**config.mk**
```make
export PLATFORM = sky130hd
export DESIGN_NAME = bet_ledger_ctrl
export DESIGN_NICKNAME = d
export VERILOG_FILES = /design/src/rtl/bet_ledger_pkg.sv /design/src/rtl/bet_ledger_ctrl_payout_calc.sv /design/src/rtl/bet_ledger_ctrl.sv
export SDC_FILE = /design/constraint.sdc
export NUM_CORES = 1
export LEC_CHECK = 0
export BUFFER_PORTS_ARGS = -buffer_cell sky130_fd_sc_hd__buf_4
export CORE_MARGIN = 2
export CORE_UTILIZATION = 40
export DETAILED_ROUTE_END_ITERATION = 8
export GPL_ROUTABILITY_DRIVEN = 0
export PLACE_DENSITY_LB_ADDON = 0.2
export SYNTH_ARGS = -nofsm -noshare
export SYNTH_HDL_FRONTEND = slang
export SYNTH_SLANG_ARGS = --single-unit
```
**constraint.sdc**
```tcl
create_clock -name slow_clock -period 4.2 [get_ports slow_clock]
set_input_delay 0.84 -clock slow_clock [delete_from_list [all_inputs] [get_ports slow_clock]]
set_output_delay 0.84 -clock slow_clock [all_outputs]
set_load 0.02 [all_outputs]
```
**src/rtl/bet_ledger_pkg.sv**
```systemverilog
// bet_ledger_pkg
// Shared definitions for the wager/balance ledger of the baccarat round:
// ledger FSM state encoding, bet side codes, win-light codes and the width
// of the settlement credit arithmetic.
package bet_ledger_pkg;

    // Ledger FSM states, 3-bit encoding.
    typedef enum logic [2:0] {
        ST_IDLE   = 3'd0,
        ST_OPEN   = 3'd1,
        ST_LOCKED = 3'd2,
        ST_SWAIT  = 3'd3,
        ST_SCALC  = 3'd4
    } state_t;

    // Bet side codes as presented on bet_side.
    localparam logic [1:0] SIDE_NONE   = 2'b00;
    localparam logic [1:0] SIDE_PLAYER = 2'b01;
    localparam logic [1:0] SIDE_DEALER = 2'b10;
    localparam logic [1:0] SIDE_TIE    = 2'b11;

    // Win lights packed as {player_win_light, dealer_win_light}.
    localparam logic [1:0] LIGHTS_PLAYER = 2'b10;
    localparam logic [1:0] LIGHTS_DEALER = 2'b01;
    localparam logic [1:0] LIGHTS_TIE    = 2'b11;

    // Settlement credit width; holds (15+1)*255 without overflow.
    localparam int unsigned CREDIT_W = 12;

endpackage

```
**src/rtl/bet_ledger_ctrl_payout_calc.sv**
```systemverilog
// payout_calc
// Purely combinational settlement credit: given the escrowed stake, the side
// it was placed on and the round's win lights, returns the total amount to
// credit back to the balance (stake included).
// Ports:
//   i_bet     in  8         escrowed stake
//   i_side    in  2         side the stake was placed on
//   i_lights  in  2         {player_win_light, dealer_win_light}
//   o_credit  out CREDIT_W  total credit (0 on a loss)
module payout_calc
    import bet_ledger_pkg::*;
#(
    parameter logic [3:0] TIE_MULT = 4'd8
) (
    input  logic [7:0]          i_bet,
    input  logic [1:0]          i_side,
    input  logic [1:0]          i_lights,
    output logic [CREDIT_W-1:0] o_credit
);

    localparam logic [CREDIT_W-1:0] TIE_FACTOR = CREDIT_W'(TIE_MULT) + CREDIT_W'(1);

    logic [CREDIT_W-1:0] w_bet_ext;

    assign w_bet_ext = CREDIT_W'(i_bet);

    always_comb begin
        o_credit = '0;
        case (i_lights)
            LIGHTS_PLAYER: if (i_side == SIDE_PLAYER) o_credit = w_bet_ext << 1;
            LIGHTS_DEALER: if (i_side == SIDE_DEALER) o_credit = w_bet_ext << 1;
            LIGHTS_TIE: begin
                if (i_side == SIDE_TIE)
                    o_credit = TIE_FACTOR * w_bet_ext;
                else if (i_side != SIDE_NONE)
                    o_credit = w_bet_ext;   // push: stake refunded
            end
            default: o_credit = '0;
        endcase
    end

endmodule

```
**src/rtl/bet_ledger_ctrl.sv**
```systemverilog
// bet_ledger_ctrl
// Wager and balance sequencer for one baccarat round: accepts a single bet
// per round, holds the stake in escrow, settles it from the win lights and
// maintains the saturating 8-bit spendable balance.
// Ports:
//   slow_clock        in   1  clock, rising edge
//   reset             in   1  synchronous, active-high
//   bet_open          in   1  opens the bet window (honoured only in IDLE)
//   bet_valid         in   1  bet offer, qualifies bet_amount/bet_side
//   bet_amount        in   8  stake
//   bet_side          in   2  01 player, 10 dealer, 11 tie, 00 illegal
//   settle_req        in   1  settlement strobe; lights valid the next cycle
//   player_win_light  in   1  round result
//   dealer_win_light  in   1  round result (both high = tie)
//   balance           out  8  spendable balance, escrow excluded
//   bet_ack           out  1  1-cycle pulse, bet accepted
//   bet_reject        out  1  1-cycle pulse, bet refused
//   settle_done       out  1  1-cycle pulse, balance updated
//   busy              out  1  high while settling (SWAIT/SCALC)
//   broke             out  1  balance zero with nothing in escrow
module bet_ledger_ctrl
    import bet_ledger_pkg::*;
#(
    parameter logic [7:0] INIT_BALANCE = 8'd100,
    parameter logic [3:0] TIE_MULT     = 4'd8,
    parameter logic [7:0] MAX_BET      = 8'd50
) (
    input  logic       slow_clock,
    input  logic       reset,
    input  logic       bet_open,
    input  logic       bet_valid,
    input  logic [7:0] bet_amount,
    input  logic [1:0] bet_side,
    input  logic       settle_req,
    input  logic       player_win_light,
    input  logic       dealer_win_light,
    output logic [7:0] balance,
    output logic       bet_ack,
    output logic       bet_reject,
    output logic       settle_done,
    output logic       busy,
    output logic       broke
);

    state_t              r_state, w_state_next;
    logic [7:0]          r_balance, w_balance_next;
    logic [7:0]          r_escrow, w_escrow_next;
    logic [1:0]          r_side, w_side_next;
    logic [1:0]          r_lights, w_lights_next;
    logic [1:0]          r_phantom, w_phantom_next;
    logic                r_bet_ack, w_bet_ack_next;
    logic                r_bet_reject, w_bet_reject_next;
    logic                r_settle_done, w_settle_done_next;
    logic                r_broke;
    logic                w_bet_bad;
    logic [CREDIT_W-1:0] w_credit;
    logic [CREDIT_W:0]   w_sum;
    logic [7:0]          w_balance_sat;

    payout_calc #(
        .TIE_MULT (TIE_MULT)
    ) u_payout (
        .i_bet    (r_escrow),
        .i_side   (r_side),
        .i_lights (r_lights),
        .o_credit (w_credit)
    );

    assign w_bet_bad = (bet_amount == 8'd0) || (bet_amount > r_balance) ||
                       (bet_amount > MAX_BET) || (bet_side == SIDE_NONE);

    assign w_sum         = {1'b0, w_credit} + (CREDIT_W + 1)'(r_balance);
    assign w_balance_sat = (|w_sum[CREDIT_W:8]) ? 8'd255 : w_sum[7:0];

    always_comb begin
        w_state_next       = r_state;
        w_balance_next     = r_balance;
        w_escrow_next      = r_escrow;
        w_side_next        = r_side;
        w_lights_next      = r_lights;
        w_bet_ack_next     = 1'b0;
        w_bet_reject_next  = 1'b0;
        // A settle_req with nothing locked still owes a settle_done two
        // cycles later; this two-stage shift carries it without leaving IDLE.
        w_phantom_next     = {r_phantom[0], 1'b0};
        w_settle_done_next = r_phantom[1];

        case (r_state)
            ST_IDLE: begin
                if (settle_req)
                    w_phantom_next[0] = 1'b1;
                else if (bet_open)
                    w_state_next = ST_OPEN;
            end
            ST_OPEN: begin
                // A bet offer takes priority over a coincident settle_req.
                if (bet_valid) begin
                    if (w_bet_bad) begin
                        w_bet_reject_next = 1'b1;
                        w_state_next      = ST_IDLE;
                    end else begin
                        w_balance_next = r_balance - bet_amount;
                        w_escrow_next  = bet_amount;
                        w_side_next    = bet_side;
                        w_bet_ack_next = 1'b1;
                        w_state_next   = ST_LOCKED;
                    end
                end else if (settle_req) begin
                    w_phantom_next[0] = 1'b1;
                    w_state_next      = ST_IDLE;
                end
            end
            ST_LOCKED: begin
                if (settle_req)
                    w_state_next = ST_SWAIT;
            end
            ST_SWAIT: begin
                w_lights_next = {player_win_light, dealer_win_light};
                w_state_next  = ST_SCALC;
            end
            ST_SCALC: begin
                w_balance_next     = w_balance_sat;
                w_escrow_next      = '0;
                w_side_next        = SIDE_NONE;
                w_settle_done_next = 1'b1;
                w_state_next       = ST_IDLE;
            end
            default: w_state_next = ST_IDLE;
        endcase
    end

    always_ff @(posedge slow_clock) begin
        if (reset) begin
            r_state <= ST_IDLE;
        end else begin
            r_state <= w_state_next;
        end
    end

    always_ff @(posedge slow_clock) begin
        if (reset) begin
            r_balance     <= INIT_BALANCE;
            r_escrow      <= '0;
            r_side        <= SIDE_NONE;
            r_lights      <= '0;
            r_phantom     <= '0;
            r_bet_ack     <= 1'b0;
            r_bet_reject  <= 1'b0;
            r_settle_done <= 1'b0;
            r_broke       <= 1'b0;
        end else begin
            r_balance     <= w_balance_next;
            r_escrow      <= w_escrow_next;
            r_side        <= w_side_next;
            r_lights      <= w_lights_next;
            r_phantom     <= w_phantom_next;
            r_bet_ack     <= w_bet_ack_next;
            r_bet_reject  <= w_bet_reject_next;
            r_settle_done <= w_settle_done_next;
            r_broke       <= (w_balance_next == 8'd0) && (w_escrow_next == 8'd0);
        end
    end

    assign balance     = r_balance;
    assign bet_ack     = r_bet_ack;
    assign bet_reject  = r_bet_reject;
    assign settle_done = r_settle_done;
    assign busy        = (r_state == ST_SWAIT) || (r_state == ST_SCALC);
    assign broke       = r_broke;

endmodule
```
======== Yosys cells after proc, flatten, opt, wreduce, memory -nomap -nowiden ========
Cells that the tools add are included.
cells by class
  $add $sub $neg .......................... 2
  multipliers ............................. 1
  order comparisons ....................... 2
  equal/unequal tests ..................... 16
  multiplexer cells ....................... 28
  bitwise logic cells ..................... 2
  reduce and logical (&&, ||, !) cells .... 16
operators with widths
  operator                                                                count
  8-bit 2-to-1 mux                                                        6
  12-bit one-hot mux with 3 select lines                                  1
  8-bit one-hot mux with 2 select lines                                   2
  8-bit logical NOT                                                       3
  9-bit 2-to-1 mux                                                        2
  3-bit 2-to-1 mux                                                        5
  12-bit by 8-bit adder with 13-bit output                                1
  4-bit by 8-bit multiplier with 12-bit output (first input constant)     1
  12-bit 2-to-1 mux                                                       1
  3-bit one-hot mux with 4 select lines                                   1
  2-bit != test (second input constant)                                   5
  2-bit equality test (second input constant)                             4
  8-bit by 6-bit > comparator with 1-bit output (second input constant)   1
  8-bit > comparator                                                      1
  8-bit subtractor                                                        1
  3-bit by 2-bit equality test with 1-bit output (second input constant)  2
  2-bit 2-to-1 mux                                                        3
  1-bit 2-to-1 mux                                                        5
  5-bit OR reduction                                                      1
  2-bit by 1-bit equality test with 1-bit output (second input constant)  2
  1-bit logical OR                                                        4
  2-bit one-hot mux with 2 select lines                                   1
  4-bit AND reduction                                                     1
  2-bit nonzero test                                                      2
  10 further kinds                                                        11
word-level totals
  flip-flop bits (word level) ............. 29
  input bits .............................. 17
  output and inout bits ................... 13
  logic and storage cells ................. 77

======== Longest topological paths before layout ========
Gate-level depths: netlist of run 1.
  depth in word-level cells ............... 10
  depth in mapped cells ................... 16
  gate-level depth less buffers ........... 16

======== By module ========
From an unflattened synthesis of run 1, not the netlist that was laid out.
unflattened totals
  cell total of the unflattened synthesis .. 307
  area total of the unflattened synthesis .. 2591.2 um^2
by module, submodules not included
  module           times used  cells each  area each (um^2)  sequential area each (um^2)
  bet_ledger_ctrl  1           238         2021.9            580.6
  payout_calc      1           69          569.3             0.0

======== Worst setup path before layout of run 1 ========
Ideal clock, no wire load.
  kind .................................... reg2reg
  start point ............................. register r_escrow[5]
  end point ............................... register r_broke (netlist: broke)
  library setup time ...................... 0.060 ns
  arrival time ............................ 3.272 ns
  required time ........................... 4.140 ns
  path slack .............................. 0.868 ns
  stages on the path, launching flop included .. 17
  buffers on the path ..................... 0
  clock period less this slack ............ 3.332 ns
  cells stage by stage .................... dfxtp_1 -> ha_1 -> ha_1 -> a21o_1 -> a21oi_1 -> xor2_1 -> nor2_1 -> a21oi_1 -> o21ai_0 -> ha_1 -> nand4b_1 -> a2111oi_0 -> o21ai_0 -> mux2i_1 -> nand4b_1 -> nor4b_1 -> o2111a_1
between the ends
  longest elaborated chain between the ends .. 9
  elaborated cells on any way between the ends .. 16
  those cells by class .................... add/sub (1); mul (1); mux (10); reduce/logical (4)
RTL lines
  what                                                                                     RTL line                                                              RTL
  from (decl)                                                                              bet_ledger_ctrl.sv:47                                                 logic [7:0] r_escrow, w_escrow_next;
  from (signal assigned)                                                                   bet_ledger_ctrl.sv:153                                                r_escrow <= w_escrow_next;
  4-bit by 8-bit multiplier with 12-bit output / 8-bit 2-to-1 mux (equally long branches)  bet_ledger_ctrl_payout_calc.sv:34, bet_ledger_ctrl_payout_calc.sv:35
  12-bit 2-to-1 mux                                                                        bet_ledger_ctrl_payout_calc.sv:33                                     if (i_side == SIDE_TIE)
  12-bit one-hot mux with 3 select lines                                                   bet_ledger_ctrl_payout_calc.sv:29                                     case (i_lights)
  12-bit by 8-bit adder with 13-bit output                                                 bet_ledger_ctrl.sv:72                                                 assign w_sum = {1'b0, w_credit} + (CREDIT_W + 1)'(r_balance);
  5-bit OR reduction                                                                       bet_ledger_ctrl.sv:73                                                 assign w_balance_sat = (|w_sum[CREDIT_W:8]) ? 8'd255 : w_sum[7:0];
  8-bit 2-to-1 mux                                                                         bet_ledger_ctrl.sv:73
  8-bit one-hot mux with 2 select lines                                                    bet_ledger_ctrl.sv:88                                                 case (r_state)
  8-bit logical NOT                                                                        bet_ledger_ctrl.sv:160                                                r_broke <= (w_balance_next == 8'd0) && (w_escrow_next == 8'd0);
  1-bit logical AND (*)                                                                    bet_ledger_ctrl.sv:160
  to (signal assigned)                                                                     bet_ledger_ctrl.sv:160
  to (decl)                                                                                bet_ledger_ctrl.sv:54                                                 logic r_broke;
Every way passes the cells marked *; elsewhere a longest branch is shown, timed or not.
A chain may end at the register's enable or synchronous reset.

======== Worst setup path after layout of run 1 ========
Same ends and word-level chain as after synthesis.

==> impl_metrics.py, run 1 <==
metrics = {
    "run_status": {
        "status": "finished clean",
    },
    "cts": {
        "cts.path.max_buffers": 2,
        "cts_inserted_buffers": 5,
        "htreeDepth": 2,
        "root_buffer": "clkbuf_8",
        "postCtsHoldBufs": 0,
        "ctsResizeCount": 0,
        "tritoncts": "yes",
        "clk_pin_slew_ps": 70,
        "cts_setup_buffers": 0,
        "cts_num_sinks": 29,
        "clk_latency_ps": 280,
    },
    "grt": {
        "grt_max_degree": 26,
        "grt_overflow": 0,
        "grt_usage_pct": 19.7,
        "antenna_found_initial": 0,
        "grt_pass1_vias": 2074,
        "grt_pass1_wl_um": 10100,
    },
    "power_and_ir_drop": {
        "ir_worst_vdd_v": 0.000175,
        "p_leak_nw": 1.26,
        "power_per_cell_area_mw_per_mm2": 228,
    },
    "final_layout": {
        "drive_gt1_share_pct": 15.4,
        "area_growth_pct": 16.2,
        "final_cell_area_mm2": 0.00283,
        "multi_input_area_mm2": 0.00176,
        "final_cell_count_no_fill": 400,
        "regArea_um2": 581,
        "utilization_pct": 48.1,
        "fill_cells": 611,
        "antenna_cells": 0,
        "fin_nets": 370,
    },
    "timing": {
        "rsz0062_at_grt": "false",
        "worst_pin_slew_ps": 559,
        "fin_tns_setup_ps": 0,
        "drv_slew": 0,
        "setup_viol": 0,
        "finalHoldViolCount": 0,
        "relSlewSlack_pct": 62.6,
        "fmax_ghz": 0.270,
        "min_period_ps": 3700,
        "period_share_pct": 88.2,
        "finalClockSkew_ps": 9.15,
    },
    "yosys": {
        "netlist.area_leader.share_pct": 23.8,
        "synthTopCellsByCount": "nand2_1 (31), dfxtp_1 (29), a21oi_1 (26), ha_1 (26), nor2_1 (19)",
        "ys_types": 65,
        "synth_area_leaders": "dfxtp_1 (24%), ha_1 (13%), a21oi_1 (5.3%), nand2_1 (4.8%), nor2_1 (2.9%)",
        "yosysMostFrequentCell": "nand2_1",
        "synth_enable_flop_cells": 0,
        "synth_top_flop_cell": "dfxtp_1",
        "yosysWarningCount": 0,
        "yosysTopAreaCell": "dfxtp_1",
        "yosys_register_bits": 29,
        "syn_area_mm2": 0.00243,
        "syn_nets": 342,
        "syn_avg_cell_area_um2": 8.23,
        "ys_async_sr_fraction_pct": 0,
        "ys_seq_area_share_pct": 23.8,
        "synthCells": 296,
    },
    "worst_setup_path": {
        "r2r_start": "r_escrow[5]$_SDFF_PP0_",
        "r2r_slack_ps": 500,
        "reg2reg_to": "broke$_SDFF_PP0_",
        "reg2regPathDepth": 16,
        "path_class": "flip-flop to flip-flop",
        "critPathMaxFanout": 6,
        "cp-start-kind": "flip-flop",
        "crit_required_ps": 4420,
        "cp-end-kind": "flip-flop",
        "cp.arrival_ps": 3930,
    },
    "die": {
        "die_width_um": 82.0,
        "die_area_mm2": 0.00673,
        "floorplan.io_pins": 30,
        "core-area_mm2": 0.00589,
        "die_h_um": 82.0,
        "initial_utilization_pct": 41.4,
        "fp-row-count": 28,
    },
    "place": {
        "dpl.hpwl_um": 4920,
        "place_area_mm2": 0.00271,
        "port_buffers": 29,
        "dpl.cell_count": 392,
    },
    "min_path": {
        "hold_start": "r_phantom[0]$_SDFF_PP0_",
        "min_path_type": "flip-flop to flip-flop",
        "worstHoldEndpoint": "r_phantom[1]$_SDFF_PP0_",
        "hold_path_depth": 1,
    },
    "detailed_routing": {
        "drc": 0,
        "routed_wl_um": 6210,
        "first_iter_violations": 102,
        "ant_nets": 0,
        "viasPerCell": 5.76,
        "wl_per_cell_um": 15.5,
        "vias": 2305,
        "dr.pass1.iters": 4,
    },
    "job": {
        "drv.max_cap_violation_count": 0,
    },
}
## placed cells by master, fill, tap and decap left out, drive strengths merged, types with 3 or more instances in the layout
cell type,instances
a211oi,7
a21oi,28
a221oi,4
and2,3
and3,7
buf,29
clkbuf,7
dfxtp,29
fa,3
ha,26
inv,16
mux2i,7
nand2,31
nand2b,4
nand3,14
nand4b,3
nor2,19
nor2b,3
nor3,6
nor4,3
o21a,5
o21ai,16
o21bai,3
o22ai,3
or4,4
xnor2,8
xor2,4
## how the worst max path moves through the flow
stage	from	end	depth (start not counted)
floorplan	r_escrow[5]$_SDFF_PP0_	broke$_SDFF_PP0_	16
global placement	r_escrow[5]$_SDFF_PP0_	broke$_SDFF_PP0_	16
detailed placement	r_escrow[5]$_SDFF_PP0_	broke$_SDFF_PP0_	16
CTS	r_escrow[5]$_SDFF_PP0_	broke$_SDFF_PP0_	16
global route	r_escrow[4]$_SDFF_PP0_	broke$_SDFF_PP0_	15
finish	r_escrow[5]$_SDFF_PP0_	broke$_SDFF_PP0_	16
## per-stage QoR
stage                     setup slack (ps)  hold slack, ps  power (mW)
after floorplan                        868             414       0.322
after global placement                 636             417       0.346
after detailed placement               523             436       0.347
after CTS                              483             454       0.647
after global routing                   111             457       0.667
final                                  498             449       0.644
## layer usage
metal / global-route usage, % / up-vias / share of wire [%]
li1: - / 1157 / -
met1: 27.6 / 1091 / 48
met2: 31.5 / 51 / 46
met3: 2.64 / 6 / 4.6
met4: 5.67 / 0 / 1.2
met5: 0 / - / 0
## critical path, cell delays in order, from the launching register on
cell	delay [ps]
dfxtp_1	440
ha_1	310
ha_1	310
a21o_1	180
a21oi_1	180
xor2_1	160
nor2_1	50
a21oi_1	110
o21ai_0	90
ha_1	350
nand4b_1	100
a2111oi_0	320
o21ai_0	140
mux2i_1	140
nand4b_1	220
nor4b_1	360
o2111a_1	200
## kinds of logic after synthesis
group / count (synthesis) / share of synthesized area (%)
xor gates and xnor gates: 12 / 4.32
DFF: 29 / 23.8
adders and majority gates: 29 / 15.8
buffers and inverters: 24 / 3.85
and+or+nand+nor: 111 / 24.9
muxes: 7 / 2.88
AOI/OAI and AO/OA: 84 / 24.4
## power breakdown
part           total (mW)  internal (mW)  switching (mW)
Sequential          0.279          0.277         0.00195
Combinational      0.0619         0.0283          0.0336
Clock               0.303          0.193           0.110
## sequential cells by signal, summed over array words and instances, names as in the netlist
signal	count
bet_ack	1
bet_reject	1
r_phantom	2
r_lights	2
balance	8
settle_done	1
r_state	3
r_escrow	8
r_side	2
broke	1
## cell type report
| class | count | area share, % |
|---|---|---|
| multi-input combinational | 243 | 62.2 |
| sequential | 29 | 20.5 |
| clock buffer | 7 | 3.05 |
| clock inverter | 1 | 1.06 |
| tap | 75 | 3.32 |
| timing repair buffer | 29 | 7.70 |
| inverter | 16 | 2.12 |
(Power assumes the default switching activity.)
==> run 2, diff against run 1 <==
- CORE_UTILIZATION: 40 -> 50
- REMOVE_ABC_BUFFERS: default -> 1
==> impl_metrics.py, run 2 (synthesized netlist as in run 1, its figures left out) <==
metrics = {
    "power_and_ir_drop": {
        "pwr-share-clk_pct": 46.7,
        "p_leak_nw": 1.26,
        "p_sw_share_pct": 22.1,
        "ir_worst_vdd_v": 0.000170,
        "power_per_cell_area_mw_per_mm2": 227,
        "finalPower_mw": 0.640,
        "combPwrFrac_pct": 9.7,
        "intPower_mw": 0.499,
        "power.switching_mw": 0.141,
        "seq_power_share_pct": 43.6,
    },
    "place": {
        "dpl.hpwl_um": 4700,
        "port_buffers": 29,
        "dpl.cell_count": 384,
    },
    "final_layout": {
        "area_growth_pct": 15.8,
        "final_cell_count_no_fill": 392,
        "fin_nets": 370,
        "fill_cells": 451,
        "antenna_cells": 0,
        "final_common_cell": "nand2_1",
        "drive_gt1_share_pct": 15.4,
        "utilization_pct": 59.7,
        "regArea_um2": 581,
        "layout_common_cells": "nand2_1 (31), dfxtp_1 (29), buf_4 (29), a21oi_1 (26), ha_1 (26)",
        "multi_input_area_mm2": 0.00176,
    },
    "run_status": {
        "status": "finished clean",
    },
    "timing": {
        "relSlewSlack_pct": 63.8,
        "worst_pin_slew_ps": 542,
        "drv_slew": 0,
        "rsz0062_at_grt": "false",
        "fmax_ghz": 0.259,
        "period_share_pct": 92.0,
        "min_period_ps": 3860,
        "setup_viol": 0,
        "finalClockSkew_ps": 5.13,
        "finalHoldViolCount": 0,
        "fin_tns_setup_ps": 0,
    },
    "detailed_routing": {
        "ant_nets": 0,
        "first_iter_violations": 104,
        "dr.pass1.iters": 4,
        "vias": 2299,
        "routed_wl_um": 6020,
        "drc": 0,
        "wl_per_cell_um": 15.4,
        "viasPerCell": 5.86,
    },
    "worst_setup_path": {
        "slowest_stage": "dfxtp_1",
        "cp-start-kind": "flip-flop",
        "crit_buf_inv": 0,
        "reg2regPathDepth": 16,
        "reg2reg_to": "broke$_SDFF_PP0_",
        "cp.arrival_ps": 4080,
        "crit_required_ps": 4420,
        "r2r_slack_ps": 340,
        "critPathMaxFanout": 6,
        "critPathTopFamily": "compound AO/OA/AOI/OAI gates",
        "r2r_start": "r_escrow[5]$_SDFF_PP0_",
        "cp-end-kind": "flip-flop",
        "cpPeakStageDelay_ps": 440,
        "path_class": "flip-flop to flip-flop",
        "worstPathCellList": "ha_1, ha_1, a21o_1, a21oi_1, xor2_1, nor2_1, a21oi_1, o21ai_0, ha_1, nand4b_1, a2111oi_0, o21ai_0, mux2i_1, nand4b_1, nor4b_1, o2111a_1",
        "path_common_cell": "ha_1",
    },
    "cts": {
        "htreeDepth": 2,
        "cts_setup_buffers": 0,
        "clk_pin_slew_ps": 60,
        "root_buffer": "clkbuf_8",
        "clk_latency_ps": 280,
        "cts_num_sinks": 29,
        "cts.path.max_buffers": 2,
        "cts_inserted_buffers": 5,
        "postCtsHoldBufs": 0,
        "tritoncts": "yes",
        "ctsResizeCount": 0,
    },
    "die": {
        "fp-row-count": 25,
        "core-area_mm2": 0.00472,
        "die_h_um": 73.8,
        "floorplan.io_pins": 30,
        "initial_utilization_pct": 51.5,
        "die_width_um": 73.8,
        "die_area_mm2": 0.00544,
    },
    "min_path": {
        "worstHoldEndpoint": "r_phantom[1]$_SDFF_PP0_",
        "min_path_type": "flip-flop to flip-flop",
        "hold_start": "r_phantom[0]$_SDFF_PP0_",
        "hold_path_depth": 1,
    },
    "grt": {
        "grt_pass1_vias": 2042,
        "grt_max_degree": 26,
        "grt_pass1_wl_um": 10000,
        "grt_overflow": 0,
        "grt_usage_pct": 23.7,
        "antenna_found_initial": 0,
    },
    "job": {
        "drv.max_cap_violation_count": 0,
    },
}
run 2: cell counts in the layout (fill, tap and decap cells not counted):
No cell type changed its count.
run 2: worst reg2reg max path, stage by stage, from the launching register on:
cell	delay, ps
dfxtp_1	440
ha_1	310
ha_1	300
a21o_1	170
a21oi_1	180
xor2_1	160
nor2_1	50
a21oi_1	110
o21ai_0	90
ha_1	340
nand4b_1	110
a2111oi_0	340
o21ai_0	140
mux2i_1	170
nand4b_1	270
nor4b_1	420
o2111a_1	210
run 2: power groups by stage:
| stage | clock network [mW] | registers, mW | logic, mW |
|---|---|---|---|
| after floorplan | 0 | 0.286 | 0.0336 |
| after global placement | 0 | 0.285 | 0.0605 |
| after detailed placement | 0 | 0.285 | 0.0613 |
| after CTS | 0.301 | 0.279 | 0.0617 |
| after global routing | 0.314 | 0.279 | 0.0685 |
| final | 0.299 | 0.279 | 0.0618 |
run 2: per-layer routing:
metal  share of wire [%]  vias to the layer above  global-route usage (%)
li1                    -                     1159                       -
met1                  48                     1067                    34.5
met2                  46                       63                    36.9
met3                 4.3                       10                    2.47
met4                 1.6                        0                    6.87
met5                   0                        -                       0
run 2: through the flow:
| stage | setup WS, ps | hold slack, ps | instance area [um2] |
|---|---|---|---|
| global route | 41.3 | 457 | 2820 |
| floorplan | 868 | 414 | 2400 |
| detailed placement | 423 | 425 | 2700 |
| CTS | 345 | 442 | 2820 |
| finish | 338 | 441 | 2820 |
| global placement | 647 | 418 | 2700 |
run 2: worst max-delay path by stage:
| stage | startpoint | end | slack [ps] | depth (start not counted) |
|---|---|---|---|---|
| after global routing | r_escrow[5]$_SDFF_PP0_ | broke$_SDFF_PP0_ | 40 | 16 |
| after floorplan | r_escrow[5]$_SDFF_PP0_ | broke$_SDFF_PP0_ | 870 | 16 |
| after detailed placement | r_escrow[5]$_SDFF_PP0_ | broke$_SDFF_PP0_ | 420 | 16 |
| after global placement | r_escrow[5]$_SDFF_PP0_ | broke$_SDFF_PP0_ | 650 | 16 |
| final | r_escrow[5]$_SDFF_PP0_ | broke$_SDFF_PP0_ | 340 | 16 |
| after CTS | r_escrow[5]$_SDFF_PP0_ | broke$_SDFF_PP0_ | 350 | 16 |
run 2: final cells by class:
type,count,share of cell area [%]
well taps,67,2.97
clock buffers,7,3.06
flip-flops and latches,29,20.6
clock inverters,1,1.07
multi-input cells,243,62.5
inverters,16,2.13
repair buffers,29,7.72
==> run 3, diff against run 2 <==
- PLACE_DENSITY: default -> 0.73
- PLACE_DENSITY_LB_ADDON: 0.2 -> default
==> impl_metrics.py, run 3 (synthesized netlist as in run 1, its figures left out) <==
metrics = {
    "final_layout": {
        "layout_common_cells": "nand2_1 (31), dfxtp_1 (29), buf_4 (29), a21oi_1 (26), ha_1 (26)",
        "fin_nets": 370,
        "final_common_cell": "nand2_1",
        "fill_cells": 444,
        "antenna_cells": 0,
        "area_growth_pct": 14.4,
        "drive_gt1_share_pct": 15.4,
    },
    "cts": {
        "cts_num_sinks": 29,
        "cts_inserted_buffers": 5,
        "postCtsHoldBufs": 0,
        "htreeDepth": 2,
        "ctsResizeCount": 0,
        "clk_latency_ps": 270,
        "cts_setup_buffers": 0,
        "clk_pin_slew_ps": 60,
        "cts.path.max_buffers": 2,
        "root_buffer": "clkbuf_8",
        "tritoncts": "yes",
    },
    "grt": {
        "busiest_layer": "met2",
        "grt_usage_pct": 22.6,
        "antenna_found_initial": 0,
        "met2_usage_pct": 36.7,
        "grt_pass1_wl_um": 9630,
        "grt_use_met3_pct": 2.61,
        "grt_overflow": 0,
        "grt_pass1_vias": 2049,
        "grt_max_degree": 26,
        "grtUsageMet1_pct": 31.8,
    },
    "worst_setup_path": {
        "critPathMaxFanout": 6,
        "crit_required_ps": 4410,
        "crit_start": "r_escrow[5]$_SDFF_PP0_",
        "cp.arrival_ps": 4110,
        "cp-start-kind": "flip-flop",
        "cp-end-kind": "flip-flop",
        "path_class": "flip-flop to flip-flop",
        "r2r_start": "r_escrow[5]$_SDFF_PP0_",
    },
    "timing": {
        "relSlewSlack_pct": 63.5,
        "worst_pin_slew_ps": 546,
        "fin_tns_setup_ps": 0,
        "drv_slew": 0,
        "finalHoldViolCount": 0,
        "setup_viol": 0,
        "min_period_ps": 3900,
        "finalClockSkew_ps": 2.53,
        "fmax_ghz": 0.257,
        "rsz0062_at_grt": "false",
        "period_share_pct": 92.8,
    },
    "power_and_ir_drop": {
        "power_per_cell_area_mw_per_mm2": 199,
        "ir_worst_vdd_v": 0.000229,
        "p_sw_share_pct": 24.2,
        "power.switching_mw": 0.134,
        "seq_power_share_pct": 50.4,
        "finalPower_mw": 0.554,
        "combPwrFrac_pct": 11.2,
        "intPower_mw": 0.420,
        "p_leak_nw": 1.25,
        "pwr-share-clk_pct": 38.5,
    },
    "die": {
        "core-area_mm2": 0.00472,
        "floorplan.io_pins": 30,
        "fp-row-count": 25,
        "die_h_um": 73.8,
        "die_area_mm2": 0.00544,
        "initial_utilization_pct": 51.5,
        "die_width_um": 73.8,
    },
    "place": {
        "dpl.hpwl_um": 4650,
        "port_buffers": 29,
    },
    "detailed_routing": {
        "drc": 0,
        "viasPerCell": 5.79,
        "ant_nets": 0,
        "dr.pass1.iters": 5,
        "vias": 2270,
        "first_iter_violations": 132,
        "wl_per_cell_um": 15.0,
        "routed_wl_um": 5860,
    },
    "job": {
        "drv.max_cap_violation_count": 0,
    },
    "run_status": {
        "status": "finished clean",
    },
    "min_path": {
        "min_path_type": "flip-flop to flip-flop",
        "hold_start": "r_phantom[0]$_SDFF_PP0_",
    },
}
==> run 3: worst paths after layout <==
check / end / slack, ps / depth (start not counted)
min reg2reg: r_phantom[1]$_SDFF_PP0_ / 430 / 1
max: broke$_SDFF_PP0_ / 300 / 16
min: r_phantom[1]$_SDFF_PP0_ / 430 / 1
max reg2reg: broke$_SDFF_PP0_ / 300 / 16
==> run 3: stage by stage <==
stage	util [%]	area, um2	setup WS, ps	std cells	hold slack, ps
2_1_floorplan	-	2400	868	288	414
3_3_place_gp	57.2	2700	668	384	417
3_5_place_dp	57.2	2700	332	384	422
4_1_cts	59.0	2790	299	392	437
5_1_grt	59.0	2790	41.0	392	460
6_report	59.0	2790	303	392	434
==> run 3: layout make-up <==
type                       instances  area [um2]  area share (%)
clock inverter                     2        10.0           0.359
sequential                        29         581            20.8
multi-input combinational        243        1760            63.2
tap                               67        83.8            3.01
inverter                          16        60.1            2.16
clock buffer                       6        72.6            2.61
timing repair buffer              29         218            7.82
==> run 3: critical path: stages (launching register included) <==
cell	delay [ps]
dfxtp_1	430
ha_1	300
ha_1	310
a21o_1	180
a21oi_1	190
xor2_1	180
nor2_1	60
a21oi_1	110
o21ai_0	90
ha_1	350
nand4b_1	130
a2111oi_0	380
o21ai_0	160
mux2i_1	160
nand4b_1	260
nor4b_1	380
o2111a_1	200
==> run 3: routing by layer <==
metal	vias up	share of wire (%)
li1	1153	-
met1	1056	48
met2	59	47
met3	2	4.7
met4	0	0.49
met5	-	0
==> run 3: power groups by stage <==
stage	clock network [mW]	registers, mW	logic [mW]
after global routing	0.226	0.279	0.0684
after global placement	0	0.285	0.0605
final	0.213	0.279	0.0618
after CTS	0.218	0.279	0.0617
after detailed placement	0	0.285	0.0614
after floorplan	0	0.286	0.0336
